**src/rtl/lfsr_seed_gen.sv**
```systemverilog
// lfsr_seed_gen
//   Converts a step count into an LFSR state for BIST pattern generators.
//   On a rising edge of `start` the Fibonacci LFSR is reloaded with SEED and
//   stepped `count` times. The resulting state is then latched into `dp`,
//   and `done` pulses for one cycle.
//
// Parameters
//   WIDTH  : LFSR / dp width in bits (>= 2)
//   TAPS   : feedback mask; bit i set means lfsr[i] feeds the XOR
//   SEED   : LFSR start value (must be nonzero)
//   CWIDTH : width of the count input
//
// Ports
//   clk    in   rising-edge clock
//   reset  in   asynchronous active-high reset
//   start  in   run request; only a sampled 0->1 transition launches a run
//   count  in   number of LFSR steps, sampled on the launch edge only
//   dp     out  latched LFSR result, held until the next completion or reset
//   done   out  one-cycle pulse when dp has just been updated
//   busy   out  high while a run is in progress
module lfsr_seed_gen #(
    parameter int               WIDTH  = 8,
    parameter logic [WIDTH-1:0] TAPS   = 8'hB8,
    parameter logic [WIDTH-1:0] SEED   = 8'h01,
    parameter int               CWIDTH = 8
) (
    input  logic              clk,
    input  logic              reset,
    input  logic              start,
    input  logic [CWIDTH-1:0] count,
    output logic [WIDTH-1:0]  dp,
    output logic              done,
    output logic              busy
);

    typedef enum logic {
        IDLE = 1'b0,
        RUN  = 1'b1
    } state_t;

    state_t              state_q, state_d;
    logic [WIDTH-1:0]    lfsr_q, lfsr_d;
    logic [CWIDTH-1:0]   cnt_q, cnt_d;
    logic                start_dly_q, start_dly_d;
    logic [WIDTH-1:0]    dp_q, dp_d;
    logic                done_q, done_d;
    logic                busy_q, busy_d;

    logic                launch;
    logic [WIDTH-1:0]    lfsr_next;

    // Shift toward the MSB and feed the parity of the tapped bits into bit 0.
    assign lfsr_next = {lfsr_q[WIDTH-2:0], ^(lfsr_q & TAPS)};

    // Edge detect. start_dly tracks start in every state. As a result, a level
    // that is held through a whole run never relaunches.
    assign launch = start & ~start_dly_q;

    always_comb begin
        state_d     = state_q;
        lfsr_d      = lfsr_q;
        cnt_d       = cnt_q;
        start_dly_d = start;
        dp_d        = dp_q;
        done_d      = 1'b0;
        busy_d      = busy_q;

        case (state_q)
            IDLE: begin
                if (launch) begin
                    cnt_d   = count;
                    lfsr_d  = SEED;
                    busy_d  = 1'b1;
                    state_d = RUN;
                end
            end
            RUN: begin
                // A launch request in this state, including the completion
                // cycle, is ignored on purpose. It is not queued.
                if (cnt_q != '0) begin
                    lfsr_d = lfsr_next;
                    cnt_d  = cnt_q - CWIDTH'(1);
                end else begin
                    dp_d    = lfsr_q;
                    done_d  = 1'b1;
                    busy_d  = 1'b0;
                    state_d = IDLE;
                end
            end
            default: begin
                state_d = IDLE;
            end
        endcase
    end

    always_ff @(posedge clk or posedge reset) begin
        if (reset) begin
            state_q     <= IDLE;
            lfsr_q      <= SEED;
            cnt_q       <= '0;
            start_dly_q <= 1'b0;
            dp_q        <= '0;
            done_q      <= 1'b0;
            busy_q      <= 1'b0;
        end else begin
            state_q     <= state_d;
            lfsr_q      <= lfsr_d;
            cnt_q       <= cnt_d;
            start_dly_q <= start_dly_d;
            dp_q        <= dp_d;
            done_q      <= done_d;
            busy_q      <= busy_d;
        end
    end

    assign dp   = dp_q;
    assign done = done_q;
    assign busy = busy_q;

    // An all-zero seed locks the LFSR at zero forever.
    seed_nonzero_a: assert property (@(posedge clk) disable iff (reset) (SEED != '0))
        else $error("lfsr_seed_gen: SEED must be nonzero");

endmodule

```
**config.mk**
```make
export PLATFORM = sky130hd
export DESIGN_NAME = lfsr_seed_gen
export DESIGN_NICKNAME = d
export VERILOG_FILES = /design/src/rtl/lfsr_seed_gen.sv
export SDC_FILE = /design/constraint.sdc
export NUM_CORES = 1
export LEC_CHECK = 0
export ABC_AREA = 0
export CORE_ASPECT_RATIO = 0.8
export CORE_MARGIN = 1.5
export CORE_UTILIZATION = 35
export CTS_CLUSTER_DIAMETER = 50
export DETAILED_ROUTE_END_ITERATION = 7
export PLACE_DENSITY_LB_ADDON = 0.2
export SETUP_SLACK_MARGIN = 0.3
export SLEW_MARGIN = 30
export SYNTH_ARGS = -nofsm -noshare
export SYNTH_HDL_FRONTEND = slang
export SYNTH_SLANG_ARGS = --single-unit
```
**constraint.sdc**
```tcl
create_clock -name clk -period 2.4 [get_ports clk]
set_input_delay 0.24 -clock clk [delete_from_list [all_inputs] [get_ports clk]]
set_output_delay 0.24 -clock clk [all_outputs]
set_load 0.03 [all_outputs]
```
== Word level (Yosys, flattened, before mapping) ==
Cells that the tools add are included.

* Input bits: 11
* Output and inout bits: 10
* Latch bits: 0
* Logic and storage cells: 34
* Register bits: 28
* Memories kept: 0
* Memory bits (writable): 0
* Memory bits (read-only): 0

* Equality and inequality tests: 3
* Shift-type cells: 0
* Multiply operators: 0
* Muxes and demuxes: 14
* Add/sub/neg operators: 1
* Div/mod/pow operators: 0
* Bitwise logic cells: 4
* Magnitude comparators: 0
* Reductions and logical operators: 5

{| class="wikitable"
|+ Operators by type and width
! operator !! number
|-
| $mux 8 || 4
|-
| $pmux 8 s2 || 2
|-
| $reduce_bool 8->1 || 1
|-
| $reduce_xor 8->1 || 1
|-
| $sub 8x1->8 const B || 1
|-
| $mux 1 || 6
|-
| $reduce_and 2->1 || 3
|-
| $ne 2x2->1 const B || 2
|-
| $pmux 1 s2 || 2
|-
| $not 1->1 || 3
|-
| $ne 2x1->1 const B || 1
|-
| $and 1x1->1 || 1
|}

== Logic depth before layout (Yosys ltp) ==
* Word-level depth: 4
* Depth in mapped cells: 8

== Worst setup path after synthesis ==
OpenSTA, ideal clock, no wires.

* Path kind: reg-to-reg
* Start: reg cnt_q[0]
* End: reg dp_q[3], in the netlist dp[3]
* Path slack: 0.796 ns
* Required time: 2.334 ns
* Buffers on the path: 1
* Setup time: 0.066 ns
* Stages on the path, launching flop included: 9
* Period minus slack after synthesis: 1.604 ns
* Arrival: 1.538 ns
* Cell sequence: dfrtp_1 inv_1 ha_1 nor4b_1 nand3_2 inv_2 buf_4 nand2_1 nand2_1

* Cells in the longest elaborated chain, start to end: 3

{| class="wikitable"
|+ RTL lines
! item !! RTL line !! text
|-
| start, declared || 43 || <nowiki>logic [CWIDTH-1:0] cnt_q, cnt_d;</nowiki>
|-
| start signal, assigned || 108 || <nowiki>cnt_q <= cnt_d;</nowiki>
|-
| $reduce_bool 8->1 || 80 || <nowiki>if (cnt_q != '0) begin</nowiki>
|-
| $not 1->1 (no source line) || n/a ||
|-
| $reduce_and 2->1 (no source line) || n/a ||
|-
| end signal, assigned || 110 || <nowiki>dp_q <= dp_d;</nowiki>
|-
| end, declared || 45 || <nowiki>logic [WIDTH-1:0] dp_q, dp_d;</nowiki>
|}

Every way passes these cells.
A chain may end at the register's enable or synchronous reset.

== Final worst setup path ==
* Start: reg cnt_q[3]
* End: reg cnt_q[0]

* Cells in the longest elaborated chain, start to end: 3

{| class="wikitable"
|+ RTL lines
! item !! RTL line
|-
| $reduce_bool 8->1 || 80
|-
| $ne 2x1->1 (no source line) || n/a
|-
| $reduce_and 2->1 (no source line) || n/a
|}

Every way passes these cells.

==> impl_results.md <==
- FF+latch count, synth: 28
- Largest net degree at the start of global routing: 17
- Power Internal: 1.21 mW
- Post-synthesis compound-gate area fraction: 0.165
- Die ar.: 0.00417 mm²
- Number of max-cap violations: 0
- Routed Antenna Nets: 0
- Xor/xnor share of the synthesized area: 0.0264
- Final count of negative-setup-slack endpoints: 0
- Clk pwr share: 0.150
- Min Hold Slack: 0.322 ns
- Tcrit/Tclk final: 0.766
- Status: completed
- Setup crit end kind: flip-flop
- Post_cts resized: 0
- DRC marker count from the first detailed-route iteration: 92
- Mux cell area share after synthesis: 0.0160
- Initial antenna violation count: 0
- Async S/R FF share, synth: 1.00
- Total Wirelength: 2.64 mm
- Synth top area share: 0.509
- Critical Path RT: 2.57 ns
- CP Data Arrival Time: 2.00 ns
- Max stage delay on crit path: 0.57 ns
- Synthesized area: 0.00133 mm²
- LEAKAGE: 0.741 nW
- Synth unique cells: 40
- Pwr/cell area: 1170 mW/mm²
- Hold Path Class: input pin to async pin
- Largest cells by area after synthesis: dfrtp_1, nand2_1, a22o_2, nor2b_1, dfstp_2
- Crit-path slowest cell: or4_4
- Die Y: 58.1 µm
- Global-route wire length before repair: 4.91 mm
- YS warnings: 0
- Seq/Total Area, Yosys: 0.529
- Most used DFF post-synth: dfrtp_1
- TritonCTS buffer count: 3
- Peak supply drop: 0.505 mV
- Syn Inst Count: 126
- IO buf count: 20
- Crit path time final: 1.84 ns
- DIE WIDTH: 71.8 µm
- HPWL after DPL: 1.95 mm
- Worst-path cell chain: or4_4 > o22ai_4 > inv_2 > o221a_1
- Vias in the first global route: 1016
- Sw Ratio: 0.372
- Core Region: 0.00352 mm²
- H-tree levels: 1
- Synthesized area per cell: 10.5 µm²
- Seq pwr share: 0.441
- Largest family of logic cells by synthesized area: simple AND/OR/NAND/NOR gates
- Wire per inst: 13.7 µm
- Net Sw Power: 0.718 mW
- Setup tns final: 0 ns
- Most common cell after layout, fill and taps aside: nand2_1
- Max-slew headroom: 0.537
- Longest Clk Path Bufs: 2
- Fraction of layout cells with a size suffix above 1: 0.179
- Drt drc: 0
- Via/cell ratio: 5.12
- Combinational power share: 0.409
- Initial Util: 0.377
- Io pins: 21
- Layout Cells excl Fill: 193
- Clock Latency Late Sink: 0.27 ns
- Max FO, Critical Path: 14
- Post-synth top area cell: dfrtp_1
- Synthesis-to-finish area growth: 24.2%
- GPL Wtd Cong: 0.802
- Setup Fix Bufs, Post-CTS: 0
- Buf/Inv on CP: 1
- Hold_buf cts: 0
- Setup Skew: 0.00583 ns
- Pre-Repair DR Iteration Count: 4
- Final Hold Viols: 0
- Reg clk slew, reported paths: 0.09 ns
- Via count: 988
- Count of pins over their slew limit: 0
- Synth Area in Adders: 0.0189
- FMAX: 544 MHz
- Post-synthesis simple-gate area fraction: 0.196
- Nets: 165
- Overflow after GRT: 0
- CTS sink count: 28
- Placed cell count: 189
- EDFF count, synth: 0
- Syn nets: 139
- GRT Util Overall: 0.154
- CP top delay family: compound AO/OA/AOI/OAI gates
- WS Path Type: flip-flop to flip-flop
- Rows: 19
- Root Buffer: clkbuf_8
- Commonest cells after routing, fill and taps aside: nand2_1, dfrtp_1, clkdlybuf4s50_1
- RSZ-0062 raised after global routing: no
- CTS tree: yes
- Antenna cells: 0
- CP startpoint kind: flip-flop
- Worst Tran Pin Value: 0.693 ns
-- final timing paths --
path                                       from               endpoint  slack (ns)  depth (start not counted)
setup / recovery           cnt_q[3]$_DFFE_PP0P_   cnt_q[0]$_DFFE_PP0P_        0.56                          4
hold / removal                            reset         done$_DFF_PP0_        0.32                          2
setup reg to reg           cnt_q[3]$_DFFE_PP0P_   cnt_q[0]$_DFFE_PP0P_        0.56                          4
hold reg to reg               dp[4]$_DFFE_PP0P_      dp[4]$_DFFE_PP0P_        0.48                          2
max in group asynchronous                 reset   cnt_q[6]$_DFFE_PP0P_        1.52                          3
min in group clk                          start  start_dly_q$_DFF_PP0_        0.45                          1
-- cell type report --
cell class / instances / area (µm²)
Inverter: 9 / 33.8
Tap cell: 42 / 52.6
Timing Repair Buffer: 25 / 238
Multi-Input combinational cell: 85 / 567
Fill cell: 341 / 1870
Clock buffer: 4 / 55.1
Sequential cell: 28 / 702
-- synthesized netlist by cell type (3+ instances only) --
cell type and instances:
a22o_2 7, a31oi_1 3, dfrtp_1 27, inv_1 7, nand2_1 28, nor2_1 4, nor2b_1 6, o21ai_0 3
-- sequential cells by signal, indices dropped and copies added (netlist names) --
signal       count
done             1
lfsr_q           8
start_dly_q      1
cnt_q            8
busy             1
dp               8
state_q          1
-- logic make-up after synthesis --
group,after synthesis
AOI/OAI and AO/OA,26
xor gates and xnor gates,4
adders and majority gates,2
buffers and inverters,13
DFF,28
muxes,2
and+or+nand+nor,51
-- power groups by stage --
stage	Combinational (mW)	Clock [mW]	Sequential, mW
finish	0.790	0.289	0.851
global route	0.882	0.322	0.889
CTS	0.799	0.299	0.845
detailed placement	0.795	0	0.852
global placement	0.787	0	0.848
floorplan	0.459	0	0.918
-- metrics by stage --
step                total power [mW]   util  area [µm²]  setup WS, ns
finish                          1.93  0.468        1650         0.562
global route                    2.09  0.468        1650         0.396
CTS                             1.94  0.467        1640         0.505
detailed placement              1.65  0.451        1590         0.524
global placement                1.64  0.451        1590         0.562
floorplan                       1.38      -        1330         0.796
-- layer usage --
metal,GRT usage,wire length (µm)
met1,0.229,1290
met4,0.0485,31
met3,0.0452,164
met2,0.214,1150
met5,0,0
Note: power is estimated with default switching activity, not from simulation.
